**config.mk**
```make
export PLATFORM = sky130hd
export DESIGN_NAME = uart_tx_ctrl
export DESIGN_NICKNAME = d
export VERILOG_FILES = /design/src/rtl/uart_pkg.sv /design/src/rtl/uart_bit_timer.sv /design/src/rtl/uart_tx_ctrl.sv
export SDC_FILE = /design/constraint.sdc
export NUM_CORES = 1
export LEC_CHECK = 0
export CORE_MARGIN = 2
export CORE_UTILIZATION = 54
export DETAILED_ROUTE_END_ITERATION = 7
export PLACE_DENSITY = 0.83
export SYNTH_ARGS = -nofsm -noshare
export SYNTH_HDL_FRONTEND = slang
export SYNTH_SLANG_ARGS = --single-unit
```
**constraint.sdc**
```tcl
create_clock -name CLK -period 2.4 [get_ports CLK]
set_clock_uncertainty 0.1 [all_clocks]
set_input_delay 0.48 -clock CLK [delete_from_list [all_inputs] [get_ports CLK]]
set_output_delay 0.48 -clock CLK [all_outputs]
set_load 0.03 [all_outputs]
```
**src/rtl/uart_pkg.sv**
```systemverilog
// Shared definitions for the UART transmit/receive sequencers.
package uart_pkg;

    typedef enum logic [2:0] {
        S_IDLE,
        S_START,
        S_DATA,
        S_PARITY,
        S_STOP
    } uart_state_e;

    localparam int PAR_NONE = 0;
    localparam int PAR_ODD  = 1;
    localparam int PAR_EVEN = 2;

    // Total bit periods in one frame, start bit through last stop bit.
    function automatic int frame_bits(input int data_bits, input int parity, input int stop_bits);
        return 1 + data_bits + ((parity != PAR_NONE) ? 1 : 0) + stop_bits;
    endfunction

endpackage

```
**src/rtl/uart_bit_timer.sv**
```systemverilog
// Counts oversample ticks and flags the last tick of each bit period.
module uart_bit_timer #(
    parameter int BAUDCLOCK = 16
) (
    input  logic CLK,
    input  logic RST_N,
    input  logic en,
    input  logic btick,
    output logic bit_end
);
    localparam int CW = $clog2(BAUDCLOCK);
    localparam logic [CW-1:0] LAST = CW'(BAUDCLOCK - 1);

    logic [CW-1:0] cnt;

    assign bit_end = en & btick & (cnt == LAST);

    // Held at zero while disabled so every frame starts counting from acceptance.
    always_ff @(posedge CLK or negedge RST_N) begin
        if (!RST_N) begin
            cnt <= '0;
        end else if (!en) begin
            cnt <= '0;
        end else if (btick) begin
            cnt <= (cnt == LAST) ? '0 : cnt + 1'b1;
        end
    end

endmodule

```
**src/rtl/uart_tx_ctrl.sv**
```systemverilog
// UART transmit sequencer: takes a byte by valid/ready and shifts one frame onto TX,
// timed by the externally generated oversample tick.
//
// state    | meaning
// S_IDLE   | line high, ready for a byte
// S_START  | driving start bit (low)
// S_DATA   | driving data bits, LSB first
// S_PARITY | driving odd/even parity bit
// S_STOP   | driving stop bit(s) (high)
module uart_tx_ctrl
    import uart_pkg::*;
#(
    parameter int BAUDCLOCK = 16,
    parameter int DATA_BITS = 8,
    parameter int PARITY    = 0,
    parameter int STOP_BITS = 1
) (
    input  logic                 CLK,
    input  logic                 RST_N,
    input  logic                 BTICK,
    input  logic [DATA_BITS-1:0] TX_DATA,
    input  logic                 TX_VALID,
    output logic                 TX_READY,
    output logic                 TX,
    output logic                 BUSY,
    output logic                 DONE
);
    localparam int IW = $clog2(DATA_BITS + 1);
    localparam logic [IW-1:0] LAST_DATA = IW'(DATA_BITS - 1);
    localparam logic [IW-1:0] LAST_STOP = IW'(STOP_BITS - 1);

    uart_state_e          state, state_nxt;
    logic [DATA_BITS-1:0] sh, sh_nxt;
    logic [IW-1:0]        bit_idx, bit_idx_nxt;
    logic                 par_acc, par_acc_nxt;
    logic                 tx_q, tx_nxt;
    logic                 busy_q, busy_nxt;
    logic                 done_q, done_nxt;
    logic                 bit_end;
    logic                 par_new;

    uart_bit_timer #(
        .BAUDCLOCK (BAUDCLOCK)
    ) u_bit_timer (
        .CLK     (CLK),
        .RST_N   (RST_N),
        .en      (state != S_IDLE),
        .btick   (BTICK),
        .bit_end (bit_end)
    );

    assign par_new  = par_acc ^ sh[0];
    assign TX_READY = (state == S_IDLE);
    assign TX       = tx_q;
    assign BUSY     = busy_q;
    assign DONE     = done_q;

    always_ff @(posedge CLK or negedge RST_N) begin
        if (!RST_N) begin
            state   <= S_IDLE;
            sh      <= '0;
            bit_idx <= '0;
            par_acc <= 1'b0;
            tx_q    <= 1'b1;
            busy_q  <= 1'b0;
            done_q  <= 1'b0;
        end else begin
            state   <= state_nxt;
            sh      <= sh_nxt;
            bit_idx <= bit_idx_nxt;
            par_acc <= par_acc_nxt;
            tx_q    <= tx_nxt;
            busy_q  <= busy_nxt;
            done_q  <= done_nxt;
        end
    end

    // TX is registered, so each branch sets up the level of the bit that follows.
    always_comb begin
        state_nxt   = state;
        sh_nxt      = sh;
        bit_idx_nxt = bit_idx;
        par_acc_nxt = par_acc;
        tx_nxt      = tx_q;
        busy_nxt    = busy_q;
        done_nxt    = 1'b0;
        case (state)
            S_IDLE: begin
                tx_nxt   = 1'b1;
                busy_nxt = 1'b0;
                if (TX_VALID) begin
                    sh_nxt      = TX_DATA;
                    par_acc_nxt = 1'b0;
                    bit_idx_nxt = '0;
                    tx_nxt      = 1'b0;
                    busy_nxt    = 1'b1;
                    state_nxt   = S_START;
                end
            end
            S_START: begin
                if (bit_end) begin
                    tx_nxt    = sh[0];
                    state_nxt = S_DATA;
                end
            end
            S_DATA: begin
                if (bit_end) begin
                    sh_nxt      = sh >> 1;
                    par_acc_nxt = par_new;
                    if (bit_idx == LAST_DATA) begin
                        bit_idx_nxt = '0;
                        if (PARITY != PAR_NONE) begin
                            tx_nxt    = (PARITY == PAR_ODD) ? ~par_new : par_new;
                            state_nxt = S_PARITY;
                        end else begin
                            tx_nxt    = 1'b1;
                            state_nxt = S_STOP;
                        end
                    end else begin
                        bit_idx_nxt = bit_idx + 1'b1;
                        tx_nxt      = sh[1];
                    end
                end
            end
            S_PARITY: begin
                if (bit_end) begin
                    tx_nxt    = 1'b1;
                    state_nxt = S_STOP;
                end
            end
            S_STOP: begin
                if (bit_end) begin
                    if (bit_idx == LAST_STOP) begin
                        bit_idx_nxt = '0;
                        done_nxt    = 1'b1;
                        busy_nxt    = 1'b0;
                        state_nxt   = S_IDLE;
                    end else begin
                        bit_idx_nxt = bit_idx + 1'b1;
                    end
                end
            end
            default: begin
                tx_nxt    = 1'b1;
                busy_nxt  = 1'b0;
                state_nxt = S_IDLE;
            end
        endcase
    end

endmodule

```
==> key figures, run 1 <==
Synth
  – Area contributors post-synth: dfrtp_1 (42%), mux2_2 (13%), a21oi_1 (3.2%)
  – Net Count, Synth: ~130
  – Post-synth EDFFs: 0
  – Post-synth ARST share: 1.000
  – Mean post-synth cell area: between 10 and 15 um2
  – Yosys cell types: 43
  – Syn Std Cell Area: 1256 um2
  – Area share of the largest cell type after synthesis: 0.4183
  – Seq/Total Area, Yosys: 0.4392
  – Synth Flop Type: dfrtp_1
  – Synth Instances: 116
  – Seq cells post-synth: 22
  – Most area-hungry cell type in the Yosys netlist: dfrtp_1
  – Synth Warn #: 0

Power
  – PD cells: 850.3 nW/um2
  – Peak VDD IR: 0.5091 mV
  – Power Total: 1.265 mW
  – Leak pwr: ~0.64 nW

Routing
  – Starting DRT DRC Count: 16
  – Via count: between 900 and 1000
  – DRT Wirelength: 2333 um
  – Routed Antenna Nets: 0
  – Via-to-Cell Ratio: 5.732
  – Detailed Routing Iterations Pass 1: 4
  – Drt wl/cell: 14.23 um
  – DRC viols: 0

Setup path
  – Crit path DAT: about 1.5 ns
  – CP cell instances: clkdlybuf4s50_1
  – Slowest-stage cell, CP: clkdlybuf4s50_1
  – CP Capture Type: output pin
  – Critical Path Source: TX
  – Worst r2r path cells: 4
  – CP max stage delay: 0.66 ns
  – Crit path max fanout: 2
  – Critical path class: flop to output pin
  – Critical path depth: 1
  – Setup crit end: TX
  – Setup crit start kind: flop
  – Critical Path RT: 1.82 ns
  – R2R Setup Slk: ~0.38 ns
  – Reg2reg start: state[1]
  – Top delay family on crit path: buffers and inverters
  – FF-to-FF End: sh[0]
  – Worst Path Buf+Inv: 1

Layout
  – Final Util: 0.6725
  – ANT cells: 0
  – Final Cell Area: 1488 um2
  – Most frequent cells in the layout: dfrtp_1 (21), mux2_2 (15), clkdlybuf4s50_1 (14)
  – Layout cell share with drive strength beyond 1: 0.2426
  – Commonest non-fill, non-tap cell in the layout: dfrtp_1
  – Final nets: 152
  – Layout overhead on the synthesized area: 18.43%

STA
  – RSZ-0062 raised after global routing: false
  – Final Setup Violations: 0
  – Least-Margin Pin Slew: 0.5505 ns
  – Fmax: 0.4737 GHz
  – Min Tclk post-route: 2.111 ns
  – Hold Fails Final Rpt: 0
  – Fin crit share: 0.8797
  – Max Transition Viols Final: 0
  – Setup TNS: 0 ns
  – Slew margin rel.: 0.6319

Die
  – Cell row count: 17
  – Ports: 16
  – DIE WIDTH: between 50 and 60 um
  – Starting Density: 0.5679
  – Die H: 52.23 um
  – Die Area: 2728 um2
  – Core Area: roughly 2200 um2

Clocking
  – Max clock buf depth: 2
  – Worst-path clk slew: 0.13 ns
  – H-tree Lvls: 1
  – Clock root buffer: clkbuf_4
  – CTS sink cnt: 22
  – CTS tree: yes
  – Post-CTS Setup Repair Bufs: 0
  – TritonCTS Buffers: 3
  – Skew-Pair Late Insertion Delay: 0.31 ns

Run status
  – Run status: complete, no violations

Place
  – Gpl congestion: 0.8076
  – Port Buffers: 15
  – Final HPWL from detailed placement: 1827 um
  – Post-DP Area: about 1400 um2

Global routing
  – Antenna violations before repair: 0
  – Largest net degree at the start of global routing: 13
  – Total global routing overflow: 0
  – Vias in the first global route: 934
  – Total track usage: 0.2017
  – First-pass GRT wire length: 4050 um

Min path
  – Hold crit path type: input pin to asynchronous set/reset pin

Flow run
  – Max Cap Violations: 0
kinds of logic after synthesis:
| kind of cell | share of synthesized area |
|---|---|
| xor gates and xnor gates | 0.02092 |
| buffers and inverters | 0.04779 |
| muxes | 0.1604 |
| AOI/OAI and AO/OA | 0.1265 |
| and+or+nand+nor | 0.1753 |
| adders and majority gates | 0.02988 |
| DFF | 0.4392 |
area by class of cell:
type	instances	area, um2
clock buffers	4	36.28
fillers	176	724.4
inverters	4	15.01
multi-input cells	84	644.4
flip-flops and latches	22	551.8
well taps	28	35.03
repair buffers	22	205.2
routing by layer:
layer  wire, um  up-vias  global-route usage
met3         52        6             0.02857
met2       1143       15              0.3439
met4         38        0             0.09829
met5          0        -                   0
li1           -      467                   -
met1       1099      452              0.2495
worst min-delay path by stage:
| stage | cells after the start | endpoint | startpoint | slack [ns] |
|---|---|---|---|---|
| floorplan | 0 | BUSY | RST_N | 0.08 |
| global placement | 1 | BUSY | BUSY | 0.38 |
| detailed placement | 1 | BUSY | BUSY | 0.39 |
| CTS | 1 | sh[4] | RST_N | 0.42 |
| global route | 1 | sh[3] | RST_N | 0.44 |
| finish | 1 | sh[3] | RST_N | 0.40 |
power breakdown:
part | switching (mW) | internal [mW] | total (mW)
Combinational | 0.204 | 0.231 | 0.435
Sequential | 0.114 | 0.504 | 0.618
Clock | 0.119 | 0.0926 | 0.212
through the flow:
| step | hold slack (ns) | setup WS, ns | std cells |
|---|---|---|---|
| finish | 0.4031 | 0.2888 | 164 |
| global route | 0.4404 | 0.2499 | 164 |
| CTS | 0.4184 | 0.02945 | 164 |
| detailed placement | 0.3867 | 0.1390 | 160 |
| global placement | 0.3849 | 0.1904 | 160 |
| floorplan | 0.08441 | 0.6307 | 116 |
registers in the layout (all words and copies together) (netlist names):
signal / cells
u_bit_timer.cnt: 4
state: 3
DONE: 1
bit_idx: 4
sh: 8
TX: 1
BUSY: 1
cell usage after synthesis (2+ instances only):
master and count:
nor2_1 9, buf_4 2, o22ai_1 2, nor3_1 2
nand2_1 5, ha_1 3, a31oi_1 2, a21oi_1 8
xor2_1 3, nand3_1 3, nand2b_1 2, mux2_2 15
inv_1 4, o21ai_0 5, dfrtp_1 21, nor3b_1 3
repair_timing:
action,CTS,global route
hold buffers,0,0
resized for setup,0,1
endpoints found under the setup margin,0,1
No activity file was read; power rests on OpenSTA's default activity.
==> run 2: changes to the inputs <==
CORE_ASPECT_RATIO = 1.2   (was unset)
==> run 2 against run 1 <==
Against the previous run:
- non-clock buffer count grew 1
- global-route usage shrank 1.5 points
- combinational power grew 7.6%
- routed wire length shrank 0.90%
- critical endpoint is now TX_READY
==> key figures, run 2 (synthesis gave the netlist of run 1 again) <==
Power
  – Peak VDD IR: 0.5108 mV (+0.34%)
  – Leak pwr: 0.6175 nW (-2.8%)
  – Power Total: 1.237 mW (-2.2%)
  – PD cells: 832.0 nW/um2 (-2.2%)

Routing
  – Drt wl/cell: 13.76 um (-3.3%)
  – Starting DRT DRC Count: 24 (+8)
  – Via count: 944 (+0.43%)
  – DRC viols: 0 (unchanged)
  – Routed met3 length: 69 um (+33%)
  – Via-to-Cell Ratio: 5.619 (-2.0%)
  – DRT Wirelength: 2312 um (-0.90%)
  – WL met2: 1234 um (+8.0%)
  – DRT met1 WL: 1009 um (-8.2%)
  – Routed Antenna Nets: 0 (unchanged)
  – Detailed Routing Iterations Pass 1: 4 (unchanged)
  – Max Used Layer: met3

Global routing
  – First-pass GRT wire length: 3788 um (-6.5%)
  – Antenna violations before repair: 0 (unchanged)
  – Vias in the first global route: 938 (+0.43%)
  – Largest net degree at the start of global routing: 16 (+3)
  – Total track usage: 0.1870 (-0.01471)
  – Total global routing overflow: 0 (unchanged)

Die
  – Die H: 56.84 um (+8.8%)
  – Die Area: 2730 um2 (about the same)
  – Cell row count: 19 (+2)
  – Core Area: 2258 um2 (+2.1%)
  – DIE WIDTH: 48.03 um (-8.0%)
  – Starting Density: 0.5562 (-0.01164)
  – Ports: 16 (unchanged)

Clocking
  – H-tree Lvls: 1 (unchanged)
  – Post-CTS Setup Repair Bufs: 0 (unchanged)
  – Cts hold-fix bufs: 0 (unchanged)
  – Max clock buf depth: 2 (unchanged)
  – TritonCTS Buffers: 3 (unchanged)
  – Worst-path clk slew: 0.13 ns (about the same)
  – Post_cts resized: 0 (unchanged)
  – Skew-Pair Late Insertion Delay: 0.30 ns (about the same)
  – Clock root buffer: clkbuf_4
  – CTS sink cnt: 22 (unchanged)
  – CTS tree: yes

Setup path
  – Crit path DAT: 1.60 ns (+0.07 ns)
  – CP Capture Type: output pin
  – Worst Path Buf+Inv: 1 (unchanged)
  – CP max stage delay: 0.70 ns (+0.04 ns)
  – Crit path max fanout: 2 (unchanged)
  – Critical Path RT: 1.82 ns (about the same)
  – CP cell instances: nor3_2 > clkdlybuf4s50_1
  – Top delay family on crit path: buffers and inverters
  – Slowest-stage cell, CP: clkdlybuf4s50_1
  – Critical path class: flop to output pin
  – Setup crit start kind: flop

STA
  – Fmax: 0.4595 GHz (-3.0%)
  – Min Tclk post-route: 2.177 ns (+0.06527 ns)
  – Final worst setup slack: 0.2235 ns (-0.06527 ns)
  – Setup TNS: 0 ns (unchanged)
  – Hold Fails Final Rpt: 0 (unchanged)
  – Final Setup Violations: 0 (unchanged)
  – Least-Margin Pin Slew: 0.4831 ns (-0.06731 ns)
  – Slew margin rel.: 0.6769 (+0.04502)
  – Max Transition Viols Final: 0 (unchanged)
  – RSZ-0062 raised after global routing: false
  – Fin crit share: 0.9069 (+0.02720)

Layout
  – Most frequent cells in the layout: dfrtp_1 (21), mux2_2 (15), clkdlybuf4s50_1 (15)
  – Largest Register: sh
  – Top Registers: sh: 8 flops, bit_idx: 4 flops, u_bit_timer.cnt: 4 flops
  – Final nets: 153 (+0.66%)
  – Layout cell share with drive strength beyond 1: 0.2409 (-0.001771)
  – Commonest non-fill, non-tap cell in the layout: dfrtp_1
  – Fill count: 187 (+6.3%)
  – Max reg flops: 8 (unchanged)
  – ANT cells: 0 (unchanged)
  – Layout overhead on the synthesized area: 18.33% (about the same)

Place
  – Final HPWL from detailed placement: 1797 um (-1.6%)
  – Gpl congestion: 0.7417 (-8.2%)
  – Post-Place Worst Slack: 0.1606 ns (+0.02159 ns)
  – Port Buffers: 15 (unchanged)

Flow run
  – Max Cap Violations: 0 (unchanged)

Min path
  – Hold crit path type: input pin to asynchronous set/reset pin

Run status
  – Run status: complete, no violations
==> run 2: cell types whose count changed in the layout (fill, tap and decap cells not counted), sizes merged <==
cell           previous run  this run
buf                       7         8
clkdlybuf4s50            14        15
dlymetal6s2s              1         0
==> run 2: metal layers <==
layer  up-vias  GRT usage
met3         0    0.02894
li1        467          -
met4         0    0.01931
met5         -          0
met1       457     0.2250
met2        20     0.3429
==> run 2: per-stage QoR <==
step | util | area (um2) | cells | hold slack (ns)
after global routing | 0.6582 | 1486 | 168 | 0.3996
final | 0.6582 | 1486 | 168 | 0.3862
after detailed placement | 0.6465 | 1460 | 164 | 0.3940
after CTS | 0.6582 | 1486 | 168 | 0.3953
after floorplan | - | 1256 | 116 | 0.08441
after global placement | 0.6465 | 1460 | 164 | 0.3860
==> run 2: worst paths after layout <==
| kind | from | end | slack [ns] | cells past startpoint |
|---|---|---|---|---|
| worst max-delay path | state[0] | TX_READY | 0.22 | 2 |
| worst min-delay path | RST_N | u_bit_timer.cnt[2] | 0.39 | 1 |
| worst max register to register | u_bit_timer.cnt[0] | sh[2] | 0.43 | 5 |
| worst min register to register | sh[3] | sh[3] | 0.42 | 1 |
| max in group asynchronous | RST_N | state[1] | 1.23 | 2 |
| min in group CLK | sh[3] | sh[3] | 0.42 | 1 |
==> run 2: final cells by class <==
class	instances	area, um2	area share
multi-input combinational	84	644.4	0.4335
sequential	22	551.8	0.3712
timing repair buffer	23	210.2	0.1414
tap	31	38.79	0.02609
inverter	4	15.01	0.01010
clock buffer	4	26.28	0.01768
==> run 2: where the power goes <==
group          switching (mW)  internal [mW]  leakage, nW  total [mW]
combinational           0.227          0.240        0.328       0.468
clock                   0.105         0.0646       0.0150       0.170
sequential             0.0946          0.505        0.274       0.599
